`src/rtl/dma_mem_responder.sv`:
```
// dma_mem_responder: arbitrates CPU and DMA access to a single-port data RAM and guards a protected range against DMA
module dma_mem_responder #(
    parameter int          MEM_AW     = 10,
    parameter logic [14:0] MEM_BASE   = 15'h0100,
    parameter logic [3:0]  STARVE_MAX = 4'd8
) (
    input  logic              mclk,
    input  logic              puc_rst,
    input  logic [14:0]       dma_addr,
    input  logic [15:0]       dma_din,
    input  logic              dma_en,
    input  logic [1:0]        dma_we,
    input  logic              dma_priority,
    output logic              dma_ready,
    output logic              dma_resp,
    output logic [15:0]       dma_dout,
    input  logic              cpu_mem_cen,
    input  logic [MEM_AW-1:0] cpu_mem_addr,
    input  logic [15:0]       cpu_mem_din,
    input  logic [1:0]        cpu_mem_wen,
    output logic              cpu_mem_wait,
    output logic              mem_cen,
    output logic [MEM_AW-1:0] mem_addr,
    output logic [15:0]       mem_din,
    output logic [1:0]        mem_wen,
    input  logic [15:0]       mem_dout,
    input  logic              prot_en,
    input  logic [14:0]       prot_lo,
    input  logic [14:0]       prot_hi,
    output logic              viol_irq,
    output logic [14:0]       viol_addr,
    output logic [7:0]        viol_cnt
);
    localparam logic [15:0] MEM_TOP = {1'b0, MEM_BASE} + (16'd1 << MEM_AW) - 16'd1;

    logic              in_win, in_prot, viol, norm, cpu_req, dma_grant;
    logic [MEM_AW-1:0] dma_off;
    logic [3:0]        starve_q, starve_d;
    logic              dp_valid_q, dp_valid_d, dp_read_q, dp_read_d, dp_viol_q, dp_viol_d;
    logic [14:0]       viol_addr_q, viol_addr_d;
    logic [7:0]        viol_cnt_q, viol_cnt_d;

    always_comb begin
        in_win       = (dma_addr >= MEM_BASE) && ({1'b0, dma_addr} <= MEM_TOP);
        in_prot      = prot_en && (dma_addr >= prot_lo) && (dma_addr <= prot_hi);
        viol         = dma_en && (in_prot || !in_win);
        norm         = dma_en && !viol;
        cpu_req      = !cpu_mem_cen;
        // a starved request wins once the stall budget is used up
        dma_grant    = norm && (!cpu_req || dma_priority || starve_q == STARVE_MAX - 4'd1);
        dma_ready    = viol || dma_grant;
        cpu_mem_wait = cpu_req && dma_grant;
        dma_off      = dma_addr[MEM_AW-1:0] - MEM_BASE[MEM_AW-1:0];
        mem_cen      = dma_grant ? 1'b0 : cpu_mem_cen;
        mem_addr     = dma_grant ? dma_off : cpu_mem_addr;
        mem_din      = dma_grant ? dma_din : cpu_mem_din;
        mem_wen      = dma_grant ? ~dma_we : (cpu_req ? cpu_mem_wen : 2'b11);
        starve_d     = (norm && !dma_grant) ? starve_q + 4'd1 : 4'd0;
        dp_valid_d   = dma_ready;
        dp_read_d    = dma_we == 2'b00;
        dp_viol_d    = viol;
        viol_addr_d  = viol ? dma_addr : viol_addr_q;
        viol_cnt_d   = (viol && viol_cnt_q != 8'hFF) ? viol_cnt_q + 8'd1 : viol_cnt_q;
        dma_resp     = dp_valid_q && dp_viol_q;
        viol_irq     = dp_valid_q && dp_viol_q;
        dma_dout     = (dp_valid_q && dp_read_q && !dp_viol_q) ? mem_dout : 16'h0000;
        viol_addr    = viol_addr_q;
        viol_cnt     = viol_cnt_q;
    end

    always_ff @(posedge mclk or posedge puc_rst) begin
        if (puc_rst) begin
            starve_q    <= 4'd0;
            dp_valid_q  <= 1'b0;
            dp_read_q   <= 1'b0;
            dp_viol_q   <= 1'b0;
            viol_addr_q <= 15'd0;
            viol_cnt_q  <= 8'd0;
        end else begin
            starve_q    <= starve_d;
            dp_valid_q  <= dp_valid_d;
            dp_read_q   <= dp_read_d;
            dp_viol_q   <= dp_viol_d;
            viol_addr_q <= viol_addr_d;
            viol_cnt_q  <= viol_cnt_d;
        end
    end
endmodule

```
`config.mk`:
```
export PLATFORM = sky130hd
export DESIGN_NAME = dma_mem_responder
export DESIGN_NICKNAME = d
export VERILOG_FILES = /design/src/rtl/dma_mem_responder.sv
export SDC_FILE = /design/constraint.sdc
export NUM_CORES = 1
export LEC_CHECK = 0
export ABC_CLOCK_PERIOD_IN_PS = 6350
export CAP_MARGIN = 20
export CORE_MARGIN = 2
export CORE_UTILIZATION = 39
export DETAILED_ROUTE_END_ITERATION = 16
export PLACE_DENSITY = 0.87
export SYNTH_ARGS = -nofsm -noshare
export SYNTH_HDL_FRONTEND = slang
export SYNTH_SLANG_ARGS = --single-unit
```
`constraint.sdc`:
```
create_clock -name mclk -period 6.35 [get_ports mclk]
set_clock_uncertainty 0.15 [all_clocks]
set_input_delay 0.635 -clock mclk [delete_from_list [all_inputs] [get_ports mclk]]
set_output_delay 0.635 -clock mclk [all_outputs]
set_load 0.02 [all_outputs]
```
==> tab_implementation.tex <==
\begin{tabular}{lr}
\hline
Metric & Value \\
\hline
\multicolumn{2}{l}{\textbf{Status}} \\
Run status & complete, no violations \\
\multicolumn{2}{l}{\textbf{Clock tree}} \\
Maximum count of clock buffers along a single path & 2 \\
Clock Latency Late Sink & between 0.2 and 0.3 ns \\
CTS Buf Count & 5 \\
CTS tree & yes \\
Clock sink count & 30 \\
Root buffer cell & clkbuf\_8 \\
Number of post-CTS setup repair buffers & 0 \\
Hold buffer count at CTS & 0 \\
Count of instances resized after the clock tree is built & 0 \\
H-tree levels & 2 \\
Post-CTS clock slew at the launch and capture registers of the worst setup and hold paths & roughly 0.060 ns \\
\multicolumn{2}{l}{\textbf{Floorplanning}} \\
CORE AREA & between 0.006 and 0.007 sq mm \\
DIE WIDTH & 87.2 um \\
Row count & 30 \\
Effective utilization at floorplan & between 30 and 40\% \\
Die Y-Extent & roughly 87 um \\
Io pins & 185 \\
Die area & 0.00760 sq mm \\
\multicolumn{2}{l}{\textbf{Cells and area}} \\
Layout net count & between 600 and 700 \\
Most frequent cells in the layout & clkdlybuf4s50\_1, inv\_1, ha\_1 \\
Share of cells above drive strength 1 & 11.9\% \\
Antenna diode count & 0 \\
Most common cell after layout, fill and taps aside & clkdlybuf4s50\_1 \\
Area growth, synth to finish & 73.3\% \\
Post-layout instance area & between 0.004 and 0.005 sq mm \\
Fillcell total & 523 \\
\multicolumn{2}{l}{\textbf{Pwr}} \\
PwrDens & 176 mW/mm\^{}2 \\
Cell internal pwr & about 0.00054 W \\
Clock power frac & between 10\% and 20\% \\
Static leakage power & $\sim$2.1 nW \\
Gate power share & a little under half \\
Net switching power & 0.000285 W \\
Largest voltage drop on the vdd net & approximately 0.000087 V \\
Reg power frac & 32.4\% \\
Net switching fraction of the power & approximately a third \\
\multicolumn{2}{l}{\textbf{STA}} \\
Highest clock frequency the design can meet & 0.202 GHz \\
Setup violations, final & 0 \\
Slew HR & between 50\% and 60\% \\
Final clock period utilization by the worst path & between 70 and 80\% \\
Pins over their slew limit & 0 \\
Tightest Pin Transition & between 0.6 and 0.7 ns \\
Worst Hold Margin & 0.331 ns \\
Aggregate negative setup slack & 0 ns \\
Hold violation count in the final report & 0 \\
Final critical delay including setup and external delays & around 4.9 ns \\
Setup repair after global routing missed its margin & false \\
\multicolumn{2}{l}{\textbf{Synth}} \\
Post-synth EDFFs & 0 \\
Distinct cell type count of the synthesized netlist & 43 \\
Predominant post-synthesis flop cell & dfrtp\_1 \\
Post-synthesis instance total & between 200 and 300 \\
Sequential share of the synthesized area & approximately 28\% \\
Top cell type's share of synthesized area & approximately 28\% \\
Post-synth top area cell & dfrtp\_1 \\
Proportion of register bits with asynchronous set or reset after synthesis & 100\% \\
Average size of a mapped cell & between 9 and 10 sq um \\
Post-synthesis register bit count & 30 \\
Net count of the mapped netlist & 422 \\
Top area cells in the synthesized netlist & dfrtp\_1, ha\_1, mux2\_4 \\
Netlist area before placement & between 0.002 and 0.003 sq mm \\
Yosys warns & 0 \\
\multicolumn{2}{l}{\textbf{Place}} \\
Total of buffers placed on input and output ports & 184 \\
Placed cell area & about 0.0046 sq mm \\
Post-DP HPWL & approximately 7200 um \\
Routability cong. & 0.858 \\
\multicolumn{2}{l}{\textbf{Hold path}} \\
Startpoint of the worst hold path & starve\_q[0] \\
Worst hold endpoint & starve\_q[0] \\
Cells on Worst Hold Path & 1 \\
Hold Crit Class & flip-flop to flip-flop \\
\multicolumn{2}{l}{\textbf{Detailed routing}} \\
Total via count in the routed design & roughly 2700 \\
DRC viols & 0 \\
Drt first-iter violations & between 50 and 60 \\
Antenna viol nets, final & 0 \\
Average wire length per cell after detail routing & 15.6 um \\
Total routed wirelength & about 8400 um \\
Routed via count divided by cell count & 5.06 \\
Detailed-router iteration count before antenna repair & 4 \\
\multicolumn{2}{l}{\textbf{Global route}} \\
Global routing usage on met2 & between 40\% and 50\% \\
Sum of overflow across all layers after global routing & 0 \\
Global routing usage on met1 & 24.3\% \\
Most Crowded Layer GR & met2 \\
Global-route wire length before repair & $\sim$13000 um \\
Vias in the first global route & 2736 \\
GR Util met3 & 4.83\% \\
Maximum number of pins on one net before global-route repair & 31 \\
Initial antenna violation count & 0 \\
Global-route total usage across every layer & between 20 and 25\% \\
\multicolumn{2}{l}{\textbf{Run}} \\
Maximum Capacitance Violations & 0 \\
\multicolumn{2}{l}{\textbf{Worst setup path}} \\
Type of the setup path with the least slack & input port to output port \\
Reg-to-reg setup timing slack & approximately 4.5 ns \\
WP data required & $\sim$5.6 ns \\
Reg-to-reg startpoint & viol\_cnt[3] \\
CP arrival & slightly above 4 ns \\
Critical Path Start Type & input port \\
Cell count of the worst reg-to-reg path & 6 \\
Worst Path Max Fanout & 27 \\
Endpoint of the lowest-slack register-to-register path & viol\_cnt[5] \\
Critical path capture point type & output port \\
\hline
\end{tabular}
## power by group through the flow
stage / Combinational [W] / Clock [W] / Sequential, W
3_5_place_dp: 0.000396 / 0 / 0.000270
4_1_cts: 0.000398 / 0.000167 / 0.000266
5_1_grt: 0.000422 / 0.000175 / 0.000272
6_report: 0.000394 / 0.000162 / 0.000267
2_1_floorplan: 0.000146 / 0 / 0.000310
3_3_place_gp: 0.000384 / 0 / 0.000269
## state kept, by name, summed over array words and instances (netlist names)
register	flops
viol_addr	15
dp_viol_q	1
viol_cnt	8
dp_valid_q	1
dp_read_q	1
starve_q	4
## worst max-delay path: stages
cell and delay (ns):
clkdlybuf4s50_1 0.51, inv_1 0.10, ha_1 0.29, nand2b_1 0.14, a31oi_1 0.16, o21ai_0 0.15
a211oi_1 0.37, a22oi_2 0.27, nor2_8 0.54, mux2_2 0.41, clkdlybuf4s50_1 0.55
## synth_stat cells, drive strengths merged, types with 2 or more instances
library cell / number
and3: 2
xor2: 4
o21ai: 11
nand2: 12
dfrtp: 30
a21oi: 9
ha: 34
nand3: 3
mux2i: 4
nor4: 2
nor2: 19
and2: 17
nor3: 5
o21a: 2
buf: 6
nor2b: 2
a31oi: 2
xnor2: 3
or3: 3
inv: 36
a21o: 4
nand4: 10
mux2: 38
a211oi: 5
## metrics by stage
| step | total power [W] | std cells | utilization [%] | worst slack, ns |
|---|---|---|---|---|
| 3_3_place_gp | 0.000654 | 534 | 67.8 | 1.45 |
| 6_report | 0.000822 | 542 | 69.2 | 1.41 |
| 4_1_cts | 0.000831 | 542 | 69.2 | 1.36 |
| 2_1_floorplan | 0.000456 | 275 | - | 2.82 |
| 5_1_grt | 0.000869 | 542 | 69.2 | 1.16 |
| 3_5_place_dp | 0.000666 | 534 | 67.8 | 1.38 |
## worst max path at each step
stage                 from  cells after the start          end
6_report       dma_addr[0]                     11  mem_addr[3]
4_1_cts        dma_addr[0]                     11  mem_addr[3]
2_1_floorplan  prot_hi[12]                     10   mem_wen[0]
3_5_place_dp   dma_addr[0]                     11  mem_addr[3]
5_1_grt        dma_addr[0]                     11  mem_addr[3]
3_3_place_gp   dma_addr[0]                     11  mem_addr[0]
## cells by family (layout without fill, tap and decap cells)
group | Yosys count | after routing | synth area share, %
fa+ha+maj | 34 | 34 | 15.8
xor+xnor | 7 | 7 | 2.27
flops | 30 | 30 | 27.8
compound gates | 39 | 39 | 9.55
buf+inv | 43 | 230 | 7.79
mux | 42 | 42 | 20.0
simple gates | 80 | 80 | 16.8
## layer usage
metal | routed length (um) | share of wire, % | vias to the layer above
met1 | 3290 | 39 | 1276
met4 | 141 | 1.7 | 0
li1 | - | - | 1338
met2 | 4420 | 52 | 115
met3 | 595 | 7.0 | 13
met5 | 0 | 0 | -
## final cells by class
type | instances | area (sq um) | share of cell area [%]
clock inverters | 2 | 12.5 | 0.268
multi-input cells | 202 | 1740 | 37.2
clock buffers | 6 | 82.6 | 1.77
inverters | 36 | 135 | 2.89
flip-flops and latches | 30 | 751 | 16.1
well taps | 80 | 100 | 2.14
repair buffers | 186 | 1860 | 39.7
(Power assumes the default switching activity.)
